===== config.mk =====
export PLATFORM = sky130hd
export DESIGN_NAME = cdm8_err_monitor
export DESIGN_NICKNAME = d
export VERILOG_FILES = /design/src/rtl/cdm8_err_monitor.sv
export SDC_FILE = /design/constraint.sdc
export NUM_CORES = 1
export LEC_CHECK = 0
export ABC_AREA = 1
export CORE_MARGIN = 10
export CORE_UTILIZATION = 60
export DETAILED_ROUTE_END_ITERATION = 10
export PLACE_DENSITY = 0.87
export SLEW_MARGIN = 20
export SYNTH_ARGS = -nofsm -noshare
export SYNTH_HDL_FRONTEND = slang
export SYNTH_SLANG_ARGS = --single-unit

===== constraint.sdc =====
create_clock -name clk -period 11.81 [get_ports clk]
set_input_delay 2.362 -clock clk [delete_from_list [all_inputs] [get_ports clk]]
set_output_delay 2.362 -clock clk [all_outputs]
set_load 0.02 [all_outputs]

===== src/rtl/cdm8_err_monitor.sv =====
// Sweeps all 65536 (A,B) pairs through an attached 8x8 approximate multiplier and accumulates error stats.
// 3-stage capture/diff/accumulate pipeline; hold freezes the sweep in SWEEP and inserts bubbles.
`timescale 1ns/1ps
module cdm8_err_monitor (
  input  logic        clk,
  input  logic        rst_n,
  input  logic        start,
  input  logic        hold,
  output logic [7:0]  a_out,
  output logic [7:0]  b_out,
  input  logic [15:0] r_in,
  output logic        busy,
  output logic        done,
  output logic [16:0] err_count,
  output logic [31:0] sum_err,
  output logic [15:0] med,
  output logic [15:0] max_err,
  output logic [7:0]  max_a,
  output logic [7:0]  max_b
);

  typedef enum logic [1:0] {IDLE, SWEEP, DRAIN, DONE} state_t;

  state_t      state, state_nxt;
  logic [15:0] cnt;
  logic        drain_cnt;
  logic        launch, capture, last_cap;

  logic        s0_vld;
  logic [7:0]  s0_a, s0_b;
  logic [15:0] s0_r;
  logic        s1_vld;
  logic [7:0]  s1_a, s1_b;
  logic [15:0] s1_diff;
  logic [15:0] prod;
  logic [15:0] diff;

  assign launch   = start && (state == IDLE || state == DONE);
  assign capture  = (state == SWEEP) && !hold;
  assign last_cap = capture && (cnt == 16'hFFFF);

  always_ff @(posedge clk or negedge rst_n) begin
    if (!rst_n) state <= IDLE;
    else        state <= state_nxt;
  end

  always_comb begin
    state_nxt = state;
    case (state)
      IDLE, DONE: if (launch)    state_nxt = SWEEP;
      SWEEP:      if (last_cap)  state_nxt = DRAIN;
      DRAIN:      if (drain_cnt) state_nxt = DONE;
      default:                   state_nxt = IDLE;
    endcase
  end

  // Two DRAIN cycles flush stages 1 and 2 before results are declared stable.
  always_ff @(posedge clk or negedge rst_n) begin
    if (!rst_n)                drain_cnt <= 1'b0;
    else if (state == DRAIN)   drain_cnt <= ~drain_cnt;
    else                       drain_cnt <= 1'b0;
  end

  always_ff @(posedge clk or negedge rst_n) begin
    if (!rst_n)       cnt <= 16'h0000;
    else if (launch)  cnt <= 16'h0000;
    else if (capture) cnt <= cnt + 16'h0001;
  end

  assign a_out = cnt[15:8];
  assign b_out = cnt[7:0];

  always_ff @(posedge clk or negedge rst_n) begin
    if (!rst_n) begin
      s0_vld <= 1'b0;
      s0_a   <= 8'h00;
      s0_b   <= 8'h00;
      s0_r   <= 16'h0000;
    end else begin
      s0_vld <= capture;
      if (capture) begin
        s0_a <= cnt[15:8];
        s0_b <= cnt[7:0];
        s0_r <= r_in;
      end
    end
  end

  // Unsigned magnitude compare avoids any signed wrap in the distance.
  assign prod = s0_a * s0_b;
  assign diff = (prod >= s0_r) ? (prod - s0_r) : (s0_r - prod);

  always_ff @(posedge clk or negedge rst_n) begin
    if (!rst_n) begin
      s1_vld  <= 1'b0;
      s1_a    <= 8'h00;
      s1_b    <= 8'h00;
      s1_diff <= 16'h0000;
    end else begin
      s1_vld <= s0_vld;
      if (s0_vld) begin
        s1_a    <= s0_a;
        s1_b    <= s0_b;
        s1_diff <= diff;
      end
    end
  end

  always_ff @(posedge clk or negedge rst_n) begin
    if (!rst_n) begin
      err_count <= 17'd0;
      sum_err   <= 32'd0;
      max_err   <= 16'd0;
      max_a     <= 8'h00;
      max_b     <= 8'h00;
    end else if (launch) begin
      err_count <= 17'd0;
      sum_err   <= 32'd0;
      max_err   <= 16'd0;
      max_a     <= 8'h00;
      max_b     <= 8'h00;
    end else if (s1_vld) begin
      err_count <= err_count + {16'd0, (s1_diff != 16'd0)};
      sum_err   <= sum_err + {16'd0, s1_diff};
      // Strictly greater keeps the earliest pair on ties.
      if (s1_diff > max_err) begin
        max_err <= s1_diff;
        max_a   <= s1_a;
        max_b   <= s1_b;
      end
    end
  end

  assign med  = sum_err[31:16];
  assign busy = (state == SWEEP) || (state == DRAIN);
  assign done = (state == DONE);

endmodule


==> impl_summary.txt <==
----------------------------------------------------
[Flow run]
  Max capacitance violation total ... 0

[Layout]
  Most common cell after layout, fill and taps aside ... sky130_fd_sc_hd__nand2_1
  Most frequent cells in the layout ... sky130_fd_sc_hd__nand2_1, sky130_fd_sc_hd__inv_1, sky130_fd_sc_hd__dfrtp_1
  Synthesis-to-layout area growth ... 14.87%
  Final standard cell utilization of the core ... 0.6953
  Net count reported at finish ... around 2,100
  Diode count ... 0
  Fraction of layout cells with a size suffix above 1 ... 0.04267

[Global routing]
  Maximum number of pins on one net before global-route repair ... 96
  Vias in the first global route ... 11,963
  Global Route Usage Sum ... 0.2467
  Wire length of the first global-routing pass ... between 50,000 and 60,000 um
  Final global-route overflow total ... 0
  Antenna violations before repair ... 0

[Power]
  Power spent charging and discharging nets ... 0.001507 W
  Maximum ir drop on the vdd rail ... roughly 0.14 mV
  Internal power ... 0.001587 W
  Share of total power consumed by net switching ... 0.4870
  Sequential cell fraction of total power ... 0.288
  Share of power burned in the clock network ... 0.186
  Combinational Power Share ... 0.526
  Power density over cell area ... around 210 nW/um^2
  Reported leakage power ... about 8 nW

[Setup path]
  Type of the setup path with the least slack ... register to register
  Required time of the critical path ... 12,170 ps
  Type of element capturing the critical path ... register
  Crit start category ... register
  Slowest library cell on the worst path ... sky130_fd_sc_hd__dfrtp_1
  Cell family contributing the most delay on the critical path ... adder cells
  Worst-path cell chain ... nand2_1, fa_1, fa_1, inv_1, fa_1, inv_1, fa_1, inv_1, ha_1, a21oi_1, o21ai_0, a21oi_1, o21ai_0, xor2_1, ha_1, nand2_1, o21ai_0, inv_1, o21ai_2, a21oi_2, nand2_1, nand2_1, nand2_1, nand2_1
  Cell with the most instances on the worst path ... sky130_fd_sc_hd__nand2_1
  Worst path arrival time ... 6330 ps
  Worst path buffer plus inverter count ... 4
  Maximum fanout count along the critical path ... 13
  Critical path's largest stage delay ... roughly 560 ps

[Yosys]
  Number of warning messages in the yosys log ... 0
  Post-synthesis cell count ... 1,854
  Post-synth ARST share ... 1.000
  Average footprint of a synthesized cell ... a little over 7 um^2
  Fraction of post-synthesis cell area in the top cell type by area ... 0.3164
  Synthesized net count ... 2,018
  Fraction of the yosys area taken by sequential cells ... 0.3164
  Main area contributors after synthesis ... sky130_fd_sc_hd__dfrtp_1, sky130_fd_sc_hd__nand2_1, sky130_fd_sc_hd__ha_1
  Number of enable-type register cells in the synthesized netlist ... 0
  Number of register bits inferred by synthesis ... 166
  Biggest area consumer among synthesized cells ... sky130_fd_sc_hd__dfrtp_1
  Post-Synthesis Cell Area ... 13,130 um^2
  Primary FF master, synth ... sky130_fd_sc_hd__dfrtp_1
  Yosys cell types ... between 40 and 50

[STA]
  Final setup violation count ... 0
  Number of hold violations in the final report ... 0
  Slew of the pin with the lowest slew margin ... 977.5 ps
  Final TNS setup ... 0 ps
  Setup Skew ... 16.74 ps
  Setup repair after global routing missed its margin ... no
  Final critical-path setup slack ... 5843 ps
  Top achievable clock speed ... around 170 MHz
  Post-route minimum period ... 5967 ps
  Period utilisation layout ... 0.5052
  Max_slew headroom ... 0.3459
  Final count of pins violating max slew ... 0

[Floorplanning]
  FP Rows ... 54
  Die outline area ... 28,200 um^2
  Area of the core ... 21,690 um^2
  Horiz. Die Dim ... 167.9 um
  Effective utilization at floorplan ... 0.6053
  I/O pin cnt ... 135
  Chip Height ... 167.9 um

[CTS]
  Number of buffers on the longest clock path ... 2
  Worst skew pair latency ... 440 ps
  Total setup buffers inserted after CTS ... 0
  H-Tree Level Count ... 4
  Post-cts hold buffer count ... 0
  CTS root buf ... sky130_fd_sc_hd__clkbuf_16
  CTS tree ... yes
  Clock slew at reported path FFs ... 70 ps
  Number of buffers inserted during clock tree synthesis ... 17
  Post-cts resize count ... 0
  Clock sink count ... 166

[Hold path]
  Worst Hold Class ... register to register

[Drt]
  Number of iterations in the first detailed-routing pass ... 5
  Final Routed Wirelength ... 34,840 um
  DRC violation count after routing ... 0
  Routed via count ... 12,343
  Number of DRC markers in iteration 0 ... 1,127
  Vias/cell ... about 5.5
  Routed length per placed instance ... 15.66 um
  Post-detailed-route count of antenna-violating nets ... 0

[Placed design]
  Count of port buffers added during placement ... 134
  Routability Congestion ... ~1
  Post-placement setup slack ... 5952 ps
  Total half-perimeter wirelength after legalization and detailed placement ... around 27,000 um

[Run status]
  Status ... finished clean

----------------------------------------------------
==> state kept, by name (all words and copies together), names as in the netlist, 2 cells and up <==
register,count
state,2
s1_diff,16
s0_a,8
cnt,16
max_b,8
s0_b,8
s1_b,8
err_count,17
max_a,8
s1_a,8
max_err,16
sum_err,32
s0_r,16
==> logic make-up after synthesis <==
group	after synthesis	synth area share
XOR/XNOR	31	0.02068
multiplexers	1	0.0008577
adder cells (fa/ha/maj)	144	0.1596
buffers and inverters	380	0.1172
flip-flops	166	0.3164
AND/OR/NAND/NOR	946	0.3089
AO/OA/AOI/OAI	186	0.07634
==> per-stage QoR <==
stage                     instances  hold slack, ps  area, um^2  power [W]
after CTS                      2225           413.5       15080   0.003075
after global routing           2225           428.0       15080   0.003338
after detailed placement       2193           404.2       14470   0.002493
final                          2225           415.0       15080   0.003094
after floorplan                1854           387.7       13130   0.001993
after global placement         2193           399.9       14470   0.002442
==> routing by layer <==
layer,part of all wire,global-route usage,vias up
met2,0.49,0.4234,536
met4,0.024,0.07116,0
met5,0,0,-
met3,0.077,0.04377,64
met1,0.41,0.3110,5747
li1,-,-,5996
==> final timing paths <==
kind	to	slack (ps)	cells past startpoint	start
hold reg to reg	drain_cnt	410	1	drain_cnt
setup reg to reg	s1_diff[3]	5840	24	s0_a[0]
max in group asynchronous	s0_b[4]	8340	2	rst_n
min in group asynchronous	sum_err[1]	2030	1	rst_n
hold / removal	drain_cnt	410	1	drain_cnt
setup / recovery	s1_diff[3]	5840	24	s0_a[0]
==> power by group through the flow <==
stage | combinational [W] | clock [W] | sequential, W
after floorplan | 0.00109 | 0 | 0.000905
after global placement | 0.00156 | 0 | 0.000886
after detailed placement | 0.00160 | 0 | 0.000896
after CTS | 0.00161 | 0.000579 | 0.000885
after global routing | 0.00182 | 0.000606 | 0.000910
final | 0.00163 | 0.000574 | 0.000892
==> synthesized netlist by cell type, types with 6 or more instances <==
library cell and n:
sky130_fd_sc_hd__nand2_1 612, sky130_fd_sc_hd__xor2_1 23, sky130_fd_sc_hd__nor4_1 6, sky130_fd_sc_hd__inv_1 288, sky130_fd_sc_hd__nand4_1 60, sky130_fd_sc_hd__clkbuf_1 44, sky130_fd_sc_hd__nor3_1 21, sky130_fd_sc_hd__a21oi_1 90
sky130_fd_sc_hd__dfrtp_1 166, sky130_fd_sc_hd__fa_1 39, sky130_fd_sc_hd__o21ai_0 66, sky130_fd_sc_hd__ha_1 105, sky130_fd_sc_hd__xnor2_1 8, sky130_fd_sc_hd__nand3_1 116, sky130_fd_sc_hd__inv_2 9, sky130_fd_sc_hd__nor2_1 100
sky130_fd_sc_hd__nand2_2 6, sky130_fd_sc_hd__buf_4 16, sky130_fd_sc_hd__buf_2 12
==> cell type report <==
type                    instances  area [um^2]
multi-input cells            1308         7458
flip-flops and latches        166         4154
repair buffers                141         1395
inverters                     298         1119
well taps                     280        350.3
fillers                      1758         6609
clock inverters                14        163.9
clock buffers                  18        439.2
Note: power is estimated with default switching activity, not from simulation.
==> patch 1, RTL diff (same flow settings) <==
Make the reset (`rst_n`) synchronous in 6 clocked blocks.
--- a/src/rtl/cdm8_err_monitor.sv
+++ b/src/rtl/cdm8_err_monitor.sv
@@ -40,5 +40,5 @@
   assign last_cap = capture && (cnt == 16'hFFFF);
 
-  always_ff @(posedge clk or negedge rst_n) begin
+  always_ff @(posedge clk) begin
     if (!rst_n) state <= IDLE;
     else        state <= state_nxt;
@@ -56,5 +56,5 @@
 
   // Two DRAIN cycles flush stages 1 and 2 before results are declared stable.
-  always_ff @(posedge clk or negedge rst_n) begin
+  always_ff @(posedge clk) begin
     if (!rst_n)                drain_cnt <= 1'b0;
     else if (state == DRAIN)   drain_cnt <= ~drain_cnt;
@@ -62,5 +62,5 @@
   end
 
-  always_ff @(posedge clk or negedge rst_n) begin
+  always_ff @(posedge clk) begin
     if (!rst_n)       cnt <= 16'h0000;
     else if (launch)  cnt <= 16'h0000;
@@ -71,5 +71,5 @@
   assign b_out = cnt[7:0];
 
-  always_ff @(posedge clk or negedge rst_n) begin
+  always_ff @(posedge clk) begin
     if (!rst_n) begin
       s0_vld <= 1'b0;
@@ -91,5 +91,5 @@
   assign diff = (prod >= s0_r) ? (prod - s0_r) : (s0_r - prod);
 
-  always_ff @(posedge clk or negedge rst_n) begin
+  always_ff @(posedge clk) begin
     if (!rst_n) begin
       s1_vld  <= 1'b0;
@@ -107,5 +107,5 @@
   end
 
-  always_ff @(posedge clk or negedge rst_n) begin
+  always_ff @(posedge clk) begin
     if (!rst_n) begin
       err_count <= 17'd0;
Check against the original RTL: differs if rst_n is asserted again (counterexample within 4 cycles, from zero or initial values and one cycle with rst_n low); with rst_n held inactive, the same outputs for 4 cycles.
==> patch 1 against the unedited design <==
- setup slack lost 0.24 ns
- final area fell by 6.3%
- routed wire length shrank 3.9%
- sequential cell count unchanged
- final cell count shrank 2.2%
- first-iteration DRC count rose by 1.2%
- power is 20% lower
- maximum frequency fell by 3.9%
- area after synthesis down 6.9%
==> patch 1: results (changes against the unedited design) <==
sta:
  finalClockSkew_ns: 0.0143  # -0.00246 ns
  max-slew-margin-rel_pct: 28.1  # -6.5 points
  fin_hold_ws_ns: 0.449  # +0.0338 ns
synth:
  netlist_top_cells_area: "dfxtp_1, nand2_1, ha_1, inv_1, a21oi_1"
  synth_flop_cell: "dfxtp_1"
  synthMuxAreaShare_pct: 0  # -0.086 points
  synthAdderAreaFrac_pct: 17.1  # +1.2 points
  synthDistinctLibCells: 49  # +4.3%
  synth_xor_area_share_pct: 2.72  # +0.66 points
  synth_fp_nets: 1982  # -1.8%
  synth_compound_area_share_pct: 12.5  # +4.9 points
  synth_common_cells: "nand2_1, inv_1, a21oi_1"
  yosysTopAreaCellShare_pct: 27.2  # -4.4 points
critical_path:
  cp_max_fo: 20  # +7
  reg2reg_depth: 27  # +13%
  r2r_slack_ns: 5.60  # -0.24 ns
  crit_start: "s0_a[1]$_SDFFE_PN0P_"
grt:
  grt_pass1_wl_mm: 54.5  # -7.3%
  grt_start_max_net_pins: 62  # -35%
  grt.total_usage_pct: 24.7  # +0.064 points
  grt_pass1_vias: 11200  # -6.8%
placed_design:
  gp_congestion: 0.976  # -5.1%
  place_area_um2: 13500  # -6.6%
  dp_hpwl_mm: 25.6  # -4.7%
power_and_ir_drop:
  irDropWorstVdd_uv: 162  # +15%
  p_comb_share_pct: 49.3  # -3.3 points
  power_leakage_nw: 6.75  # -17%
  clockPowerShare_pct: 23.1  # +4.5 points
drt:
  dr.pass1.iters: 8  # +3
cells_and_area:
  fillCellCount: 1710  # -2.7%
outcome:
  outcome: "completed"
[patch 1: tightest hold or removal path: cells and delay by family, from the launching register on]
kind            cells  cell delay (ns)
buf+inv             1             0.05
compound gates      1             0.05
flops               1             0.31
[patch 1: area by class of cell]
cell class | count | share of cell area (%)
multi-input combinational | 1256 | 51.7
sequential | 166 | 23.5
timing repair buffer | 140 | 9.81
inverter | 311 | 8.27
clock buffer | 17 | 3.01
tap | 270 | 2.39
clock inverter | 15 | 1.30
[patch 1: stage by stage]
| stage | total power, mW | util [%] | setup WS, ns |
|---|---|---|---|
| CTS | 2.46 | 70.3 | 5.63 |
| detailed placement | 1.89 | 67.2 | 5.66 |
| global route | 2.66 | 70.3 | 5.14 |
| global placement | 1.87 | 67.2 | 5.83 |
| finish | 2.48 | 70.3 | 5.60 |
| floorplan | 1.63 | - | 6.29 |
[patch 1: routing by layer]
metal	global-route usage, %	routed length, um	vias to the layer above	part of all wire, %
met1	31.3	14100	5448	42
li1	-	-	5877	-
met5	0	0	-	0
met4	8.44	783	0	2.3
met3	3.94	2420	68	7.2
met2	41.9	16200	459	48
[patch 1: worst min-delay path by stage]
| stage | startpoint | to |
|---|---|---|
| 6_report | s1_a[7]$_SDFFE_PN0P_ | s1_a[7]$_SDFFE_PN0P_ |
| 4_1_cts | s1_a[7]$_SDFFE_PN0P_ | s1_a[7]$_SDFFE_PN0P_ |
| 2_1_floorplan | s1_a[7]$_SDFFE_PN0P_ | s1_a[7]$_SDFFE_PN0P_ |
| 5_1_grt | s1_a[7]$_SDFFE_PN0P_ | s1_a[7]$_SDFFE_PN0P_ |
| 3_5_place_dp | s1_a[7]$_SDFFE_PN0P_ | s1_a[7]$_SDFFE_PN0P_ |
| 3_3_place_gp | s1_a[7]$_SDFFE_PN0P_ | s1_a[7]$_SDFFE_PN0P_ |
==> patch 2, RTL diff (same flow settings) <==
Without the edit above. Re-encode `state_t` (4 states) as one-hot, 4 bits wide.
--- a/src/rtl/cdm8_err_monitor.sv
+++ b/src/rtl/cdm8_err_monitor.sv
@@ -20,5 +20,5 @@
 );
 
-  typedef enum logic [1:0] {IDLE, SWEEP, DRAIN, DONE} state_t;
+  typedef enum logic [3:0] {IDLE = 4'b0001, SWEEP = 4'b0010, DRAIN = 4'b0100, DONE = 4'b1000} state_t;
 
   state_t      state, state_nxt;
Behaviour: no difference found for any inputs over 4 cycles, from zero or initial values and one cycle with rst_n low; so few cycles prove little.
==> patch 2 against the unedited design <==
- sequential cell count rose by 2
- final area rose by 0.27%
- synthesized cell count rose by 0.65%
- via count fell by 0.36%
- global-route usage rose by 0.54 points
- clock skew fell by 0.0029 ns
- power rose by 4.5%
- routed wire length rose by 1.3%
- first-iteration DRC count rose by 2.9%
- setup slack improved by 0.0031 ns
- area after synthesis rose by 1.0%
- largest cell class unchanged
- largest power group unchanged
==> patch 2: results (changes against the unedited design) <==
cells_and_area:
  layout-drive-gt1-share_pct: 4.10  # -0.17 points
  nNetsFinal: 2101  # +0.24%
  layoutNonFillerInstCount: 2233  # +0.36%
  fillCellCount: 1834  # +4.3%
synth:
  synth_fp_nets: 2027  # +0.45%
  synthDistinctLibCells: 48  # +2.1%
  netlist_top_cells_area: "dfrtp_1, nand2_1, ha_1, inv_1, fa_1"
  ys_seq_area_share_pct: 31.7  # +0.073 points
  netlist_instances: 1866  # +0.65%
  synth_common_cells: "nand2_1, inv_1, dfrtp_1"
placed_design:
  gp_congestion: 0.952  # -7.4%
  place_area_um2: 14500  # +0.35%
  dp_hpwl_mm: 27.4  # +1.7%
  preCtsSetupSlack_ns: 5.92  # -0.0276 ns
power_and_ir_drop:
  power_leakage_nw: 8.24  # +0.76%
  power_switching_share_pct: 50.2  # +1.5 points
  irDropWorstVdd_uv: 125  # -11%
critical_path:
  cpMaxStageDelayCell: "fa_1"
  arrival_ns: 6.33  # about the same
  slowest_delay_ns: 0.55
cts:
  root_buffer: "clkbuf_16"
drt:
  vias_per_cell: 5.51  # -0.71%
  drt_first_iter_violations: 1160  # +2.9%
  drt-met1-wl_mm: 15.0  # +4.8%
  route.met2.wl_mm: 17.1  # +0.86%
  wl_per_cell_um: 15.8  # +0.96%
  wl_met3_mm: 2.32  # -13%
grt:
  grtUsageMet2_pct: 42.3  # -0.086 points
  grt_pass1_wl_mm: 60.0  # +2.0%
  grt_use_met3_pct: 4.40  # +0.023 points
  grt.total_usage_pct: 25.2  # +0.54 points
  grt_start_max_net_pins: 106  # +10%
  grt.met1_usage_pct: 32.5  # +1.4 points
  grt_pass1_vias: 12100  # +0.80%
sta:
  finalClockSkew_ns: 0.0138  # -0.00290 ns
  max-slew-margin-rel_pct: 29.4  # -5.2 points
outcome:
  outcome: "completed"
patch 2: changes by cell type in the layout (fill, tap and decap cells not counted), sizes merged, moves of 4 or more:
cell	before	now
clkinv	5	11
nor2	103	98
nand4	60	55
a21oi	92	88
o21ai	72	78
nand2	621	613
inv	303	308
nor3	26	33
or2	5	0
nand3	119	135
patch 2: worst register-to-register path, cell delays in order (launching register included):
cell and delay (ns):
dfrtp_1 0.50, nand2_1 0.13, inv_1 0.07, fa_1 0.50, fa_1 0.52, fa_1 0.55, inv_1 0.05, fa_1 0.52
inv_1 0.04, ha_1 0.35, a21oi_1 0.20, o21ai_0 0.15, a21oi_1 0.27, o21ai_0 0.14, xnor2_1 0.23, inv_1 0.07
ha_1 0.39, a21oi_1 0.22, o21ai_1 0.08, inv_1 0.07, o21ai_2 0.07, a21oi_2 0.46, nand2_1 0.12, nand2_1 0.09
nand2_1 0.06, nand2_1 0.07
patch 2: cell families (layout without fill, tap and decap cells):
logic type / Yosys count / in the layout / synth area share [%]
flops: 168 / 168 / 31.7
compound gates: 187 / 187 / 7.60
xor+xnor: 32 / 32 / 2.11
buf+inv: 390 / 477 / 12.3
simple gates: 948 / 948 / 30.8
fa+ha+maj: 141 / 141 / 15.5
patch 2: power by group through the flow:
stage | Sequential [mW] | Combinational, mW | Clock [mW]
global placement | 0.892 | 1.72 | 0
floorplan | 0.853 | 1.33 | 0
CTS | 0.891 | 1.76 | 0.566
global route | 0.914 | 2.03 | 0.593
detailed placement | 0.902 | 1.75 | 0
finish | 0.897 | 1.78 | 0.559
patch 2: area by class of cell:
type,instances,share of cell area [%]
inverter,305,7.57
clock buffer,18,2.84
sequential,168,27.8
timing repair buffer,140,9.18
clock inverter,14,1.08
multi-input combinational,1308,49.2
tap,280,2.32
patch 2: final timing paths:
kind	endpoint	slack (ns)	from	depth (start not counted)
worst max register to register	s1_diff[14]$_DFFE_PN0P_	5.85	s0_a[1]$_DFFE_PN0P_	25
worst max-delay path	s1_diff[14]$_DFFE_PN0P_	5.85	s0_a[1]$_DFFE_PN0P_	25
min in group asynchronous	max_err[1]$_DFFE_PN0P_	2.01	rst_n	1
worst min-delay path	drain_cnt$_DFF_PN0_	0.41	drain_cnt$_DFF_PN0_	1
max in group asynchronous	s1_a[6]$_DFFE_PN0P_	8.31	rst_n	2
worst min register to register	drain_cnt$_DFF_PN0_	0.41	drain_cnt$_DFF_PN0_	1
patch 2: through the flow:
step / utilization [%] / power [mW]
after global routing: 69.5 / 3.53
after CTS: 69.5 / 3.22
after global placement: 66.8 / 2.61
after floorplan: - / 2.18
after detailed placement: 66.8 / 2.65
final: 69.5 / 3.23
